`config.mk`:
```
export PLATFORM = sky130hd
export DESIGN_NAME = mem_lsu_flat
export DESIGN_NICKNAME = d
export VERILOG_FILES = /design/src/rtl/mem_lsu_if.sv /design/src/rtl/mem_lsu.sv /design/src/flat_wrapper.sv
export SDC_FILE = /design/constraint.sdc
export NUM_CORES = 1
export LEC_CHECK = 0
export ABC_CLOCK_PERIOD_IN_PS = 3300
export BUFFER_PORTS_ARGS = -buffer_cell sky130_fd_sc_hd__clkbuf_2
export CAP_MARGIN = 10
export CORE_MARGIN = 8
export CORE_UTILIZATION = 48
export DETAILED_ROUTE_END_ITERATION = 8
export GPL_TIMING_DRIVEN = 0
export HOLD_SLACK_MARGIN = 0.06
export PLACE_DENSITY = 0.78
export SKIP_LAST_GASP = 1
export SYNTH_ARGS = -nofsm -noshare
export SYNTH_HDL_FRONTEND = slang
export SYNTH_SLANG_ARGS = --single-unit
```
`constraint.sdc`:
```
create_clock -name clk -period 3.3 [get_ports clk]
set_input_delay 0.165 -clock clk [delete_from_list [all_inputs] [get_ports clk]]
set_output_delay 0.165 -clock clk [all_outputs]
set_load 0.005 [all_outputs]
```
`src/rtl/mem_lsu_if.sv`:
```
// ---------------------------------------------------------------------------
// mem_lsu_if
//   Data-memory bus between the load/store unit and the data memory.
//   One request is outstanding at a time: the master holds dmem_req and its
//   fields stable until dmem_gnt. Loads are answered later by dmem_rvalid
//   with dmem_rdata.
//
//   Signals
//     dmem_req    master->slave  request
//     dmem_we     master->slave  1 = write
//     dmem_addr   master->slave  word-aligned byte address
//     dmem_be     master->slave  byte enables
//     dmem_wdata  master->slave  lane-replicated store data
//     dmem_gnt    slave->master  request accepted this cycle
//     dmem_rvalid slave->master  read data valid
//     dmem_rdata  slave->master  read word
// ---------------------------------------------------------------------------
interface mem_lsu_if #(
    parameter int DATA_WIDTH = 32
);
    logic                    dmem_req;
    logic                    dmem_we;
    logic [DATA_WIDTH-1:0]   dmem_addr;
    logic [DATA_WIDTH/8-1:0] dmem_be;
    logic [DATA_WIDTH-1:0]   dmem_wdata;
    logic                    dmem_gnt;
    logic                    dmem_rvalid;
    logic [DATA_WIDTH-1:0]   dmem_rdata;

    modport master (
        output dmem_req,
        output dmem_we,
        output dmem_addr,
        output dmem_be,
        output dmem_wdata,
        input  dmem_gnt,
        input  dmem_rvalid,
        input  dmem_rdata
    );

    modport slave (
        input  dmem_req,
        input  dmem_we,
        input  dmem_addr,
        input  dmem_be,
        input  dmem_wdata,
        output dmem_gnt,
        output dmem_rvalid,
        output dmem_rdata
    );
endinterface

```
`src/rtl/mem_lsu.sv`:
```
// ---------------------------------------------------------------------------
// mem_lsu
//   Memory-stage load/store unit. Accepts one memory operation from EX/MEM,
//   runs the request/grant/response handshake on the data-memory bus, formats
//   load data (byte/half extraction with sign/zero extension) and stalls the
//   pipeline while the access is outstanding. Stores get byte enables and
//   lane-replicated write data. Misaligned accesses are flagged and never
//   reach memory.
//
//   Ports
//     clk            in   clock, rising edge
//     rst_n          in   asynchronous active-low reset
//     i_op_valid     in   EX/MEM holds a valid instruction (stable until done)
//     i_is_load      in   operation is a load
//     i_is_store     in   operation is a store
//     i_funct3       in   size/sign: 000 B, 001 H, 010 W, 100 BU, 101 HU
//     i_addr         in   effective byte address
//     i_store_data   in   rs2 value
//     i_kill         in   flush the current operation
//     dmem           ---  data-memory bus (mem_lsu_if.master)
//     o_stall        out  hold the pipeline
//     o_resp_valid   out  one-cycle completion pulse
//     o_load_rdata   out  formatted load result
//     o_misaligned   out  combinational alignment fault on the current op
// ---------------------------------------------------------------------------
module mem_lsu #(
    parameter int DATA_WIDTH = 32
) (
    input  logic                  clk,
    input  logic                  rst_n,
    input  logic                  i_op_valid,
    input  logic                  i_is_load,
    input  logic                  i_is_store,
    input  logic [2:0]            i_funct3,
    input  logic [DATA_WIDTH-1:0] i_addr,
    input  logic [DATA_WIDTH-1:0] i_store_data,
    input  logic                  i_kill,
    mem_lsu_if.master             dmem,
    output logic                  o_stall,
    output logic                  o_resp_valid,
    output logic [DATA_WIDTH-1:0] o_load_rdata,
    output logic                  o_misaligned
);

    typedef enum logic [2:0] {
        S_IDLE  = 3'd0,
        S_REQ   = 3'd1,
        S_WAIT  = 3'd2,
        S_DRAIN = 3'd3,
        S_DONE  = 3'd4
    } state_t;

    state_t                  r_state;
    logic                    r_req;
    logic                    r_we;
    logic [DATA_WIDTH-1:0]   r_addr;
    logic [DATA_WIDTH/8-1:0] r_be;
    logic [DATA_WIDTH-1:0]   r_wdata;
    logic [2:0]              r_funct3;
    logic [1:0]              r_off;
    logic [DATA_WIDTH-1:0]   r_load_rdata;
    logic                    r_resp_valid;

    logic                    w_mem_op;
    logic                    w_misal;
    logic                    w_launch;

    // Access size comes from funct3[1:0]; the encoding 11 (funct3 011/111)
    // and 110 fall into the word case, so they are checked and formatted as W.
    function automatic logic misal_f(input logic [2:0] f3, input logic [1:0] off);
        case (f3[1:0])
            2'b00:   return 1'b0;
            2'b01:   return off[0];
            default: return (off != 2'b00);
        endcase
    endfunction

    function automatic logic [DATA_WIDTH/8-1:0] store_be_f(input logic [2:0] f3,
                                                         input logic [1:0] off);
        case (f3[1:0])
            2'b00:   return 4'b0001 << off;
            2'b01:   return 4'b0011 << off;
            default: return 4'b1111;
        endcase
    endfunction

    function automatic logic [DATA_WIDTH-1:0] store_wdata_f(input logic [2:0] f3,
                                                          input logic [DATA_WIDTH-1:0] sd);
        case (f3[1:0])
            2'b00:   return {4{sd[7:0]}};
            2'b01:   return {2{sd[15:0]}};
            default: return sd;
        endcase
    endfunction

    function automatic logic [DATA_WIDTH-1:0] load_fmt_f(input logic [2:0] f3,
                                                       input logic [1:0] off,
                                                       input logic [DATA_WIDTH-1:0] rd);
        logic signed [7:0]  b;
        logic signed [15:0] h;
        b = rd[8*off +: 8];
        h = rd[16*off[1] +: 16];
        case (f3)
            3'b000:  return DATA_WIDTH'(b);
            3'b001:  return DATA_WIDTH'(h);
            3'b100:  return DATA_WIDTH'($unsigned(b));
            3'b101:  return DATA_WIDTH'($unsigned(h));
            default: return rd;
        endcase
    endfunction

    assign w_mem_op     = i_is_load | i_is_store;
    assign w_misal      = misal_f(i_funct3, i_addr[1:0]);
    assign o_misaligned = i_op_valid & w_mem_op & w_misal;
    assign w_launch     = (r_state == S_IDLE) & i_op_valid & w_mem_op & ~w_misal & ~i_kill;

    always_comb begin
        o_stall = w_launch;
        if ((r_state == S_REQ) || (r_state == S_WAIT) || (r_state == S_DRAIN)) begin
            o_stall = 1'b1;
        end
    end

    always_ff @(posedge clk or negedge rst_n) begin
        if (!rst_n) begin
            r_state      <= S_IDLE;
            r_req        <= 1'b0;
            r_we         <= 1'b0;
            r_addr       <= '0;
            r_be         <= '0;
            r_wdata      <= '0;
            r_funct3     <= 3'b000;
            r_off        <= 2'b00;
            r_load_rdata <= '0;
            r_resp_valid <= 1'b0;
        end else begin
            r_resp_valid <= 1'b0;
            case (r_state)
                S_IDLE: begin
                    // A late rvalid from an abandoned access lands here and is ignored.
                    if (w_launch) begin
                        r_state  <= S_REQ;
                        r_req    <= 1'b1;
                        r_we     <= i_is_store;
                        r_addr   <= {i_addr[DATA_WIDTH-1:2], 2'b00};
                        r_be     <= i_is_store ? store_be_f(i_funct3, i_addr[1:0]) : '0;
                        r_wdata  <= i_is_store ? store_wdata_f(i_funct3, i_store_data) : '0;
                        r_funct3 <= i_funct3;
                        r_off    <= i_addr[1:0];
                    end
                end
                S_REQ: begin
                    if (dmem.dmem_gnt) begin
                        r_req <= 1'b0;
                        if (r_we) begin
                            // A killed store that was granted has already been
                            // written; it just completes silently.
                            if (i_kill) begin
                                r_state <= S_IDLE;
                            end else begin
                                r_state      <= S_DONE;
                                r_resp_valid <= 1'b1;
                            end
                        end else begin
                            // A granted load owes us a response; a kill must
                            // still swallow it.
                            r_state <= i_kill ? S_DRAIN : S_WAIT;
                        end
                    end else if (i_kill) begin
                        r_req   <= 1'b0;
                        r_state <= S_IDLE;
                    end
                end
                S_WAIT: begin
                    if (i_kill) begin
                        // rvalid in the kill cycle is the response we would
                        // otherwise drain, so drop it and return to IDLE.
                        r_state <= dmem.dmem_rvalid ? S_IDLE : S_DRAIN;
                    end else if (dmem.dmem_rvalid) begin
                        r_load_rdata <= load_fmt_f(r_funct3, r_off, dmem.dmem_rdata);
                        r_state      <= S_DONE;
                        r_resp_valid <= 1'b1;
                    end
                end
                S_DRAIN: begin
                    if (dmem.dmem_rvalid) begin
                        r_state <= S_IDLE;
                    end
                end
                S_DONE: begin
                    r_state <= S_IDLE;
                end
                default: begin
                    r_state <= S_IDLE;
                    r_req   <= 1'b0;
                end
            endcase
        end
    end

    assign dmem.dmem_req   = r_req;
    assign dmem.dmem_we    = r_we;
    assign dmem.dmem_addr  = r_addr;
    assign dmem.dmem_be    = r_be;
    assign dmem.dmem_wdata = r_wdata;

    assign o_resp_valid = r_resp_valid;
    assign o_load_rdata = r_load_rdata;

endmodule

```
`src/flat_wrapper.sv`:
```
// flat-port wrapper written by rule: the top's interface ports become plain ports
module mem_lsu_flat 
#(
    parameter int DATA_WIDTH = 32
)
  (clk, rst_n, i_op_valid, i_is_load, i_is_store, i_funct3, i_addr, i_store_data, i_kill, o_stall, o_resp_valid, o_load_rdata, o_misaligned, dmem_dmem_req, dmem_dmem_we, dmem_dmem_addr, dmem_dmem_be, dmem_dmem_wdata, dmem_dmem_gnt, dmem_dmem_rvalid, dmem_dmem_rdata);
  mem_lsu_if #(.DATA_WIDTH(DATA_WIDTH)) dmem_i ();
  input  logic clk;
  input  logic rst_n;
  input  logic i_op_valid;
  input  logic i_is_load;
  input  logic i_is_store;
  input  logic [2:0] i_funct3;
  input  logic [DATA_WIDTH-1:0] i_addr;
  input  logic [DATA_WIDTH-1:0] i_store_data;
  input  logic i_kill;
  output logic o_stall;
  output logic o_resp_valid;
  output logic [DATA_WIDTH-1:0] o_load_rdata;
  output logic o_misaligned;
  output wire logic [$bits(dmem_i.dmem_req)-1:0] dmem_dmem_req;
  output wire logic [$bits(dmem_i.dmem_we)-1:0] dmem_dmem_we;
  output wire logic [$bits(dmem_i.dmem_addr)-1:0] dmem_dmem_addr;
  output wire logic [$bits(dmem_i.dmem_be)-1:0] dmem_dmem_be;
  output wire logic [$bits(dmem_i.dmem_wdata)-1:0] dmem_dmem_wdata;
  input wire logic [$bits(dmem_i.dmem_gnt)-1:0] dmem_dmem_gnt;
  input wire logic [$bits(dmem_i.dmem_rvalid)-1:0] dmem_dmem_rvalid;
  input wire logic [$bits(dmem_i.dmem_rdata)-1:0] dmem_dmem_rdata;
  assign dmem_dmem_req = dmem_i.dmem_req;
  assign dmem_dmem_we = dmem_i.dmem_we;
  assign dmem_dmem_addr = dmem_i.dmem_addr;
  assign dmem_dmem_be = dmem_i.dmem_be;
  assign dmem_dmem_wdata = dmem_i.dmem_wdata;
  assign dmem_i.dmem_gnt = dmem_dmem_gnt;
  assign dmem_i.dmem_rvalid = dmem_dmem_rvalid;
  assign dmem_i.dmem_rdata = dmem_dmem_rdata;
  mem_lsu #(.DATA_WIDTH(DATA_WIDTH)) u_core (.clk(clk), .rst_n(rst_n), .i_op_valid(i_op_valid), .i_is_load(i_is_load), .i_is_store(i_is_store), .i_funct3(i_funct3), .i_addr(i_addr), .i_store_data(i_store_data), .i_kill(i_kill), .dmem(dmem_i), .o_stall(o_stall), .o_resp_valid(o_resp_valid), .o_load_rdata(o_load_rdata), .o_misaligned(o_misaligned));
endmodule
```
; ---- After elaboration in Yosys (flattened, before gate mapping)
; Cells that the tools add are included.
[classes]
eq_ne = 12
shifts = 4
mux = 28
n_bitwise = 10
reduce_logical = 11
[op_table]
columns = cell, n
row1 = case mux 32 bit (4 select lines), 1
row2 = case mux 32 bit (2 select lines), 1
row3 = 2-to-1 mux 32 bit, 1
row4 = indexed part select 32 x 6 -> 16 bit, 1
row5 = indexed part select 32 x 6 -> 8 bit, 1
row6 = 2-to-1 mux 3 bit, 8
row7 = case mux 3 bit (4 select lines), 1
row8 = 2-to-1 mux 1 bit, 10
row9 = equality test 3 bit (second input constant), 3
row10 = case mux 4 bit (2 select lines), 1
row11 = AND 1 bit, 6
row12 = equality test 3 x 1 -> 1 bit (second input constant), 2
row13 = equality test 3 x 2 -> 1 bit (second input constant), 2
row14 = logical NOT 3 bit, 2
row15 = != test 3 bit (second input constant), 2
row16 = AND reduction 3 bit, 2
row17 = 2-to-1 mux 4 bit, 1
row18 = case mux 1 bit (2 select lines), 2
row19 = AND reduction 4 bit, 1
row20 = << shifter 1 x 2 -> 4 bit (first input constant), 1
row21 = << shifter 2 x 2 -> 4 bit (first input constant), 1
row22 = inverter 1 bit, 3
row23 = case mux 1 bit (3 select lines), 1
row24 = OR reduction 3 bit, 1
row25 = other kinds (9), 10
[word_totals]
ff_bits = 109
inputBits = 107
output_inout_bits = 105

; ---- Longest topological paths before layout
; Gate-level depths: netlist of run 1.
[depth]
depth_word = 7
mapped_depth = 6
ltp_nobuf = 4

; ---- Least setup slack after synthesis of run 1
; OpenSTA, ideal clock, no wires.
[synth_timing]
path_kind = register to register
from = register u_core.r_off[0]
to = register u_core.r_load_rdata[19], in the netlist u_core.o_load_rdata[19]
arrival_ps = 1637
required_ps = 3179
slack_ps = 1542
path_stages_with_launch = 6
n_path_buf = 1
cell_sequence = dfrtp_1 mux2_2 mux4_2 a21oi_4 buf_6 a21oi_1
[synth_via]
elab_chain_len = 2
[synth_rtl]
columns = element, line_no
row1 = from (decl), mem_lsu.sv:60  ; logic [1:0] r_off;
row2 = from (signal assigned), mem_lsu.sv:149  ; r_off <= i_addr[1:0];
row3 = indexed part select 32 x 6 -> 8 bit, mem_lsu.sv:101  ; b = rd[8*off +: 8];
row4 = case mux 32 bit (4 select lines), mem_lsu.sv:103  ; case (f3)
row5 = to (signal assigned), mem_lsu.sv:180  ; r_load_rdata <= load_fmt_f(r_funct3, r_off, dmem.dmem_rdata);
row6 = to (decl), mem_lsu.sv:61  ; logic [DATA_WIDTH-1:0] r_load_rdata;
; No other way between the ends.
; A chain may end at the register's enable or synchronous reset.

; ---- Worst setup path after layout of run 1
[layout_timing]
from = register u_core.r_funct3[1]
to = register u_core.r_load_rdata[5], in the netlist u_core.o_load_rdata[5]
[layout_via]
elab_chain_len = 2
[layout_rtl]
columns = element, line_no
row1 = from (decl), mem_lsu.sv:59  ; logic [2:0] r_funct3;
row2 = from (signal assigned), mem_lsu.sv:148  ; r_funct3 <= i_funct3;
row3 = equality test 3 bit (tied with other cells), mem_lsu.sv:103
row4 = case mux 32 bit (4 select lines) (*), mem_lsu.sv:103
; Mark *: on every way between the ends. The rest lies on a longest branch, timed or not.

==> flow_results.xml, run 1 <==
<?xml version="1.0" encoding="UTF-8"?>
<metrics>
  <group name="run_status">
    <metric name="status" unit="">finished, final reports clean</metric>
  </group>
  <group name="power_and_ir_drop">
    <metric name="internal_power_component" unit="mW">3.41</metric>
    <metric name="power.ir.vdd_worst" unit="mV">0.375</metric>
    <metric name="power.share.clock" unit="%">15.5</metric>
    <metric name="switching_share" unit="%">36.8</metric>
    <metric name="pwr-share-comb" unit="%">41.2</metric>
    <metric name="power_per_cell_area" unit="mW/mm^2">755</metric>
    <metric name="leakagePower" unit="nW">3.58</metric>
    <metric name="power.sequential.fraction" unit="%">43.3</metric>
    <metric name="power.net_switching" unit="mW">1.99</metric>
  </group>
  <group name="worst_hold_path">
    <metric name="min-delay-path-class" unit="">input pin to flop</metric>
    <metric name="hold_start" unit="">i_store_data[7]</metric>
  </group>
  <group name="clock_tree">
    <metric name="cts-buffers-inserted" unit="">9</metric>
    <metric name="ctsLongestPathBuffers" unit="">2</metric>
    <metric name="ctsRootBufferMaster" unit="">sky130_fd_sc_hd__clkbuf_8</metric>
    <metric name="tritoncts_clock_tree" unit="">yes</metric>
    <metric name="post-cts-setup-buffers" unit="">0</metric>
    <metric name="worst_skew_pair.late_latency" unit="ps">370</metric>
    <metric name="post_cts_resized" unit="">0</metric>
    <metric name="clkSlewWorstSetupHoldPaths" unit="ps">100</metric>
    <metric name="clock_tree.htree_level_count" unit="">3</metric>
    <metric name="numClockSinks" unit="">109</metric>
    <metric name="post_cts_hold_buffer_count" unit="">51</metric>
  </group>
  <group name="detailed_routing">
    <metric name="detailedRoute.firstIterationViolations" unit="">422</metric>
    <metric name="route.antenna.remaining_nets" unit="">0</metric>
    <metric name="remaining_drc_errors" unit="">0</metric>
    <metric name="wire_per_inst" unit="um">18.0</metric>
    <metric name="finalWirelength" unit="mm">16.9</metric>
    <metric name="detailroute.via_count" unit="">5044</metric>
    <metric name="drtPass1Iterations" unit="">5</metric>
    <metric name="vias_per_cell" unit="">5.39</metric>
  </group>
  <group name="grt">
    <metric name="grt_pass1_wl" unit="mm">26.9</metric>
    <metric name="globalRouteOverflowTotal" unit="">0</metric>
    <metric name="gr-usage-met3" unit="%">8.69</metric>
    <metric name="globalRouteMet2Util" unit="%">38.2</metric>
    <metric name="antenna_found_initial" unit="">2</metric>
    <metric name="gr-usage-met1" unit="%">26.4</metric>
    <metric name="globalRoute.busiestLayer" unit="">met2</metric>
    <metric name="pin_count_of_the_biggest_net_entering_global_routing" unit="">110</metric>
    <metric name="via_count_of_the_first_global_routing_pass" unit="">5403</metric>
    <metric name="track_usage" unit="%">23.1</metric>
  </group>
  <group name="setup_path">
    <metric name="worstSetupStartpointType" unit="">flop</metric>
    <metric name="crit-reg2reg-launch" unit="">u_core.r_funct3[1]</metric>
    <metric name="timing.critical_path.required" unit="ps">3590</metric>
    <metric name="crit_chain" unit="">clkbuf_1 -&gt; nor3b_1 -&gt; a22oi_1 -&gt; o22a_1 -&gt; a31oi_1</metric>
    <metric name="crit_fanout" unit="">10</metric>
    <metric name="cp_slowest_stage_delay" unit="ps">860</metric>
    <metric name="crit_path_top_delay_cell" unit="">sky130_fd_sc_hd__nor3b_1</metric>
    <metric name="critical_path_buf_inv_count" unit="">1</metric>
    <metric name="critical-path-top-delay-family" unit="">simple AND/OR/NAND/NOR gates</metric>
    <metric name="critical_path_class" unit="">flop to flop</metric>
    <metric name="crit_path_start" unit="">u_core.r_funct3[1]</metric>
    <metric name="worst-endpoint-arrival" unit="ps">2420</metric>
    <metric name="setup.worst_path.end_class" unit="">flop</metric>
  </group>
  <group name="finish">
    <metric name="layout.nets" unit="">896</metric>
    <metric name="finalInstanceArea" unit="sq mm">0.00714</metric>
    <metric name="post_synthesis_to_final_layout_area_growth" unit="%">37.6</metric>
    <metric name="layout-drive-gt1-share" unit="%">38.3</metric>
    <metric name="finalNonFillerCells" unit="">936</metric>
  </group>
  <group name="synth">
    <metric name="synth.yosys.warnings" unit="">0</metric>
    <metric name="synth.distinct_cells" unit="">38</metric>
    <metric name="synth_edf_count" unit="">0</metric>
    <metric name="syn_area_per_cell" unit="sq um">10.0</metric>
    <metric name="synth.yosys.seq_area_share" unit="%">52.6</metric>
    <metric name="synth-async-reset-ratio" unit="%">100</metric>
    <metric name="synth_cells" unit="">517</metric>
    <metric name="synth_flop_cell" unit="">sky130_fd_sc_hd__dfrtp_1</metric>
    <metric name="synth.cell_area" unit="sq mm">0.00519</metric>
    <metric name="postSynthRegisterBits" unit="">109</metric>
  </group>
  <group name="floorplan">
    <metric name="die-height" unit="um">120</metric>
    <metric name="die_w" unit="um">120</metric>
    <metric name="ioPinCount" unit="">212</metric>
    <metric name="fp.coreArea" unit="sq mm">0.0107</metric>
    <metric name="placement_rows" unit="">38</metric>
    <metric name="die-area" unit="sq mm">0.0144</metric>
    <metric name="effective_utilization_at_floorplan" unit="%">48.5</metric>
  </group>
  <group name="placed_design">
    <metric name="place.detailed.hpwl" unit="mm">12.3</metric>
    <metric name="placedCellCount" unit="">867</metric>
    <metric name="post_placement_cell_area" unit="sq mm">0.00642</metric>
    <metric name="gp_congestion" unit="">0.928</metric>
    <metric name="port_buffers" unit="">209</metric>
  </group>
  <group name="sta">
    <metric name="finalHoldViolations" unit="">0</metric>
    <metric name="grt_setup_unrepaired" unit="">false</metric>
    <metric name="setup_total_negative_slack" unit="ps">0</metric>
    <metric name="finalSetupViolCount" unit="">0</metric>
    <metric name="timing.final.max_slew_violations" unit="">0</metric>
    <metric name="peak_freq" unit="GHz">0.471</metric>
    <metric name="worstMarginPinSlew" unit="ps">985</metric>
    <metric name="finalCriticalPeriod" unit="ps">2130</metric>
    <metric name="timing.slew.headroom" unit="%">34.2</metric>
    <metric name="clock_skew" unit="ps">10.6</metric>
    <metric name="fin_crit_sh" unit="%">64.4</metric>
  </group>
  <group name="job">
    <metric name="max_cap_viols" unit="">0</metric>
  </group>
</metrics>
==> power groups by stage <==
stage	logic, mW	clock network [mW]	registers, mW
finish	2.22	0.837	2.34
global route	2.46	0.899	2.41
CTS	2.23	0.853	2.32
detailed placement	2.18	0	2.35
global placement	2.12	0	2.31
floorplan	1.11	0	2.34
==> logic make-up (layout without fill, tap and decap cells) <==
logic type             after synthesis  in the layout  synth area share, %
AND/OR/NAND/NOR                    167            167                 12.8
flip-flops                         109            109                 52.6
multiplexers                        79             79                 17.0
AO/OA/AOI/OAI                      121            121                 14.1
other                                1              4               0.0723
buffers and inverters               40            316                 3.40
==> registers in the layout, summed over array words and instances, names as in the netlist <==
register,flops
u_core.o_load_rdata,32
u_core.dmem.dmem_we,1
u_core.r_off,2
u_core.r_state,3
u_core.dmem.dmem_wdata,32
u_core.r_funct3,3
u_core.dmem.dmem_be,4
u_core.dmem.dmem_addr,30
u_core.dmem.dmem_req,1
u_core.o_resp_valid,1
==> layout make-up <==
cell class                 instances  area [sq um]
antenna                            2          5.00
sequential                       109          2730
timing repair buffer             260          1570
multi-input combinational        369          2290
fill                             842          3560
clock buffer                      10           128
buffer                            37           165
clock inverter                     6          72.6
inverter                           3          11.3
tap                              140           175
==> stage by stage <==
stage	utilization, %	setup slack, ps	hold slack [ps]	power [mW]
final	66.7	1170	73.9	5.39
after global routing	66.7	963	70.9	5.77
after CTS	66.7	1210	60.7	5.41
after detailed placement	60.0	1240	349	4.53
after global placement	60.0	608	397	4.43
after floorplan	-	1540	-131	3.45
==> cells in the final DEF, fill, tap and decap left out, drive strengths merged, types with 2 or more instances in the layout <==
cell type and instances:
o211ai 2, dlygate4sd3 51, a31oi 7, nor2 38
a22oi 15, o21ai 60, buf 13, conb 2
diode 2, nand2 118, inv 4, dfrtp 109
nor3b 2, o22a 7, a21oi 22, nor2b 2
mux2 63, clkbuf 243, clkinv 3, mux2i 15
==> worst reg2reg max path, stage by stage, from the launching register on <==
cell and delay, ps:
sky130_fd_sc_hd__dfrtp_1 390, sky130_fd_sc_hd__clkbuf_1 230, sky130_fd_sc_hd__nor3b_1 870, sky130_fd_sc_hd__a22oi_1 150, sky130_fd_sc_hd__o22a_1 250, sky130_fd_sc_hd__a31oi_1 170
==> final timing paths <==
path / endpoint / depth (start not counted) / slack (ps)
worst min register to register: u_core.dmem.dmem_wdata[14] / 2 / 490
min in group asynchronous: u_core.dmem.dmem_addr[17] / 2 / 460
max in group asynchronous: u_core.dmem.dmem_req / 2 / 2240
worst max-delay path: u_core.o_load_rdata[5] / 5 / 1170
worst max register to register: u_core.o_load_rdata[5] / 5 / 1170
worst min-delay path: u_core.dmem.dmem_wdata[7] / 3 / 70
==> routing by layer <==
metal  part of all wire, %  routed length, um
met1                    38               6450
met2                    49               8230
met3                    11               1780
met4                   2.4                397
met5                     0                  0
==> cells in the mapped netlist, types with 2 or more instances <==
library cell,n,share of area (%)
sky130_fd_sc_hd__buf_4,2,0.29
sky130_fd_sc_hd__buf_2,9,0.87
sky130_fd_sc_hd__o21ai_0,60,5.8
sky130_fd_sc_hd__mux2_2,63,14
sky130_fd_sc_hd__a31oi_1,7,0.84
sky130_fd_sc_hd__a21oi_1,21,2.0
sky130_fd_sc_hd__nor3b_1,2,0.29
sky130_fd_sc_hd__nand2_1,118,8.5
sky130_fd_sc_hd__nor2_1,38,2.7
sky130_fd_sc_hd__clkbuf_1,24,1.7
sky130_fd_sc_hd__inv_1,3,0.22
sky130_fd_sc_hd__o22a_1,7,1.2
sky130_fd_sc_hd__mux2i_1,15,2.9
sky130_fd_sc_hd__dfrtp_1,109,53
sky130_fd_sc_hd__nor2b_1,2,0.24
sky130_fd_sc_hd__a22oi_1,15,2.2
(Power assumes the default switching activity.)
==> run 2: changes to the inputs <==
- ABC_CLOCK_PERIOD_IN_PS: 3300 -> 2100
- clock period: 3.3 -> 2.1 ns (I/O delays scaled with it)
==> run 2 against run 1 <==
Cell area up 2.5%. Critical path depth stayed put. Sequential share of layout area shrank 0.95 points.
==> flow_results.xml, run 2 (synthesis gave the netlist of run 1 again) <==
<?xml version="1.0" encoding="UTF-8"?>
<metrics>
  <group name="setup_path">
    <metric name="worst-endpoint-arrival" unit="ps">2260</metric>
    <metric name="critical_path.reg2reg.endpoint" unit="">u_core.o_load_rdata[25]</metric>
    <metric name="crit_chain" unit="">mux2_2 -&gt; mux4_2 -&gt; a21oi_4 -&gt; buf_6 -&gt; a21oi_1</metric>
    <metric name="worstRegToRegCells" unit="">5</metric>
    <metric name="crit_fanout" unit="">10</metric>
    <metric name="endpoint" unit="">u_core.o_load_rdata[25]</metric>
    <metric name="critical_path_class" unit="">flop to flop</metric>
    <metric name="r2r_slack" unit="ps">100</metric>
    <metric name="path_depth" unit="">5</metric>
    <metric name="critical_path_buf_inv_count" unit="">1</metric>
    <metric name="worstSetupStartpointType" unit="">flop</metric>
    <metric name="timing.critical_path.required" unit="ps">2360</metric>
    <metric name="crit_path_top_delay_cell" unit="">sky130_fd_sc_hd__mux4_2</metric>
    <metric name="cp_slowest_stage_delay" unit="ps">490</metric>
    <metric name="setup.worst_path.end_class" unit="">flop</metric>
    <metric name="crit_path_start" unit="">u_core.r_off[0]</metric>
    <metric name="crit-reg2reg-launch" unit="">u_core.r_off[0]</metric>
    <metric name="critical-path-top-delay-family" unit="">multiplexers</metric>
  </group>
  <group name="power_and_ir_drop">
    <metric name="power.net_switching" unit="mW">3.15</metric>
    <metric name="power_per_cell_area" unit="mW/mm^2">1170</metric>
    <metric name="internal_power_component" unit="mW">5.38</metric>
    <metric name="power.share.clock" unit="%">15.2</metric>
    <metric name="power.ir.vdd_worst" unit="mV">0.625</metric>
    <metric name="power.sequential.fraction" unit="%">43.3</metric>
    <metric name="leakagePower" unit="nW">3.65</metric>
    <metric name="switching_share" unit="%">37.0</metric>
    <metric name="pwr-share-comb" unit="%">41.5</metric>
  </group>
  <group name="clock_tree">
    <metric name="ctsLongestPathBuffers" unit="">2</metric>
    <metric name="post-cts-setup-buffers" unit="">0</metric>
    <metric name="tritoncts_clock_tree" unit="">yes</metric>
    <metric name="ctsRootBufferMaster" unit="">sky130_fd_sc_hd__clkbuf_8</metric>
    <metric name="cts-buffers-inserted" unit="">9</metric>
    <metric name="clkSlewWorstSetupHoldPaths" unit="ps">110</metric>
    <metric name="numClockSinks" unit="">109</metric>
    <metric name="clock_tree.htree_level_count" unit="">3</metric>
    <metric name="worst_skew_pair.late_latency" unit="ps">370</metric>
  </group>
  <group name="finish">
    <metric name="layout-drive-gt1-share" unit="%">37.9</metric>
    <metric name="filler_cell_count" unit="">820</metric>
    <metric name="commonest_non_fill_non_tap_cell_in_the_layout" unit="">sky130_fd_sc_hd__clkbuf_2</metric>
    <metric name="post_synthesis_to_final_layout_area_growth" unit="%">41.1</metric>
    <metric name="finalNonFillerCells" unit="">952</metric>
    <metric name="commonest_cells_after_routing_fill_and_taps_aside" unit="">sky130_fd_sc_hd__clkbuf_2, sky130_fd_sc_hd__nand2_1, sky130_fd_sc_hd__dfrtp_1</metric>
    <metric name="layout.nets" unit="">912</metric>
    <metric name="final_util" unit="%">68.4</metric>
  </group>
  <group name="detailed_routing">
    <metric name="detailroute.via_count" unit="">5182</metric>
    <metric name="remaining_drc_errors" unit="">0</metric>
    <metric name="detailedRoute.firstIterationViolations" unit="">428</metric>
    <metric name="wire_per_inst" unit="um">18.2</metric>
    <metric name="vias_per_cell" unit="">5.44</metric>
    <metric name="route.antenna.remaining_nets" unit="">0</metric>
    <metric name="drtPass1Iterations" unit="">5</metric>
    <metric name="finalWirelength" unit="mm">17.4</metric>
  </group>
  <group name="grt">
    <metric name="via_count_of_the_first_global_routing_pass" unit="">5531</metric>
    <metric name="grt_pass1_wl" unit="mm">27.8</metric>
    <metric name="track_usage" unit="%">23.8</metric>
    <metric name="antenna_found_initial" unit="">2</metric>
    <metric name="pin_count_of_the_biggest_net_entering_global_routing" unit="">110</metric>
    <metric name="globalRouteOverflowTotal" unit="">0</metric>
  </group>
  <group name="placed_design">
    <metric name="port_buffers" unit="">209</metric>
    <metric name="placedCellCount" unit="">867</metric>
    <metric name="gp_congestion" unit="">0.928</metric>
    <metric name="preCtsSetupSlack" unit="ps">39.9</metric>
    <metric name="place.detailed.hpwl" unit="mm">12.3</metric>
  </group>
  <group name="sta">
    <metric name="fin_ws" unit="ps">98.1</metric>
    <metric name="fin_crit_sh" unit="%">95.3</metric>
    <metric name="final.hold.worst_slack" unit="ps">95.9</metric>
    <metric name="clock_skew" unit="ps">10.8</metric>
    <metric name="worstMarginPinSlew" unit="ps">869</metric>
    <metric name="grt_setup_unrepaired" unit="">true</metric>
    <metric name="finalCriticalPeriod" unit="ps">2000</metric>
    <metric name="finalHoldViolations" unit="">0</metric>
    <metric name="finalSetupViolCount" unit="">0</metric>
    <metric name="timing.slew.headroom" unit="%">42.1</metric>
    <metric name="timing.final.max_slew_violations" unit="">0</metric>
    <metric name="peak_freq" unit="GHz">0.500</metric>
  </group>
  <group name="floorplan">
    <metric name="effective_utilization_at_floorplan" unit="%">48.5</metric>
    <metric name="ioPinCount" unit="">212</metric>
    <metric name="die_w" unit="um">120</metric>
    <metric name="die-height" unit="um">120</metric>
    <metric name="placement_rows" unit="">38</metric>
    <metric name="die-area" unit="sq mm">0.0144</metric>
    <metric name="fp.coreArea" unit="sq mm">0.0107</metric>
  </group>
  <group name="job">
    <metric name="max_cap_viols" unit="">0</metric>
  </group>
  <group name="run_status">
    <metric name="status" unit="">finished, final reports clean</metric>
  </group>
  <group name="worst_hold_path">
    <metric name="min-delay-path-class" unit="">input pin to flop</metric>
  </group>
</metrics>
## run 2: layout make-up
cell class                      count  area, sq um  share of cell area [%]
Buffer                             37          166                    2.27
Tap cell                          140          175                    2.39
Multi-Input combinational cell    369         2310                    31.5
Antenna cell                        2         5.00                  0.0684
Clock buffer                       10          128                    1.74
Clock inverter                      6         72.6                   0.991
Timing Repair Buffer              276         1730                    23.6
Sequential cell                   109         2730                    37.3
Inverter                            3         11.3                   0.154
## run 2: how the worst min path moves through the flow
stage | slack (ps) | depth (start not counted) | end | startpoint
floorplan | -190 | 0 | u_core.dmem.dmem_addr[10] | rst_n
global placement | 340 | 2 | u_core.dmem.dmem_addr[29] | i_addr[29]
detailed placement | 290 | 1 | u_core.dmem.dmem_addr[20] | rst_n
CTS | 60 | 3 | u_core.o_load_rdata[9] | dmem_dmem_rdata[9]
global route | 90 | 3 | u_core.o_load_rdata[10] | dmem_dmem_rdata[10]
finish | 100 | 3 | u_core.o_load_rdata[10] | dmem_dmem_rdata[10]
## run 2: routing by layer
layer  vias to the layer above  part of all wire, %  GRT usage [%]  wire length, um
met4                         0                  2.8           10.1              484
li1                       2363                    -              -                -
met2                       299                   49           39.7             8580
met1                      2475                   37           26.6             6410
met5                         -                    0              0                0
met3                        45                   11           9.25             1890
## run 2: per-stage QoR
step	area [sq um]	TNS, ps	power, mW
final	7320	0	8.53
after global routing	7320	-25.5	9.13
after CTS	7290	0	8.53
after detailed placement	6420	0	7.12
after global placement	6410	-57300	6.96
after floorplan	5190	0	5.43
## run 2: repair_timing
action / 4_1_cts / 5_1_grt
resized for setup: 0 / 5
endpoints found under the setup margin: 0 / 17
hold endpoints to repair: 176 / 0
hold buffers: 67 / 0
## run 2: power groups by stage
stage	sequential [mW]	combinational [mW]	clock, mW
6_report	3.69	3.54	1.30
5_1_grt	3.80	3.92	1.41
4_1_cts	3.65	3.53	1.34
3_5_place_dp	3.69	3.43	0
3_3_place_gp	3.64	3.32	0
2_1_floorplan	3.68	1.74	0
## run 2: tightest hold or removal path, stage by stage
cell and delay (ps):
sky130_fd_sc_hd__clkbuf_2 100, sky130_fd_sc_hd__o21ai_0 150, sky130_fd_sc_hd__a22oi_1 70
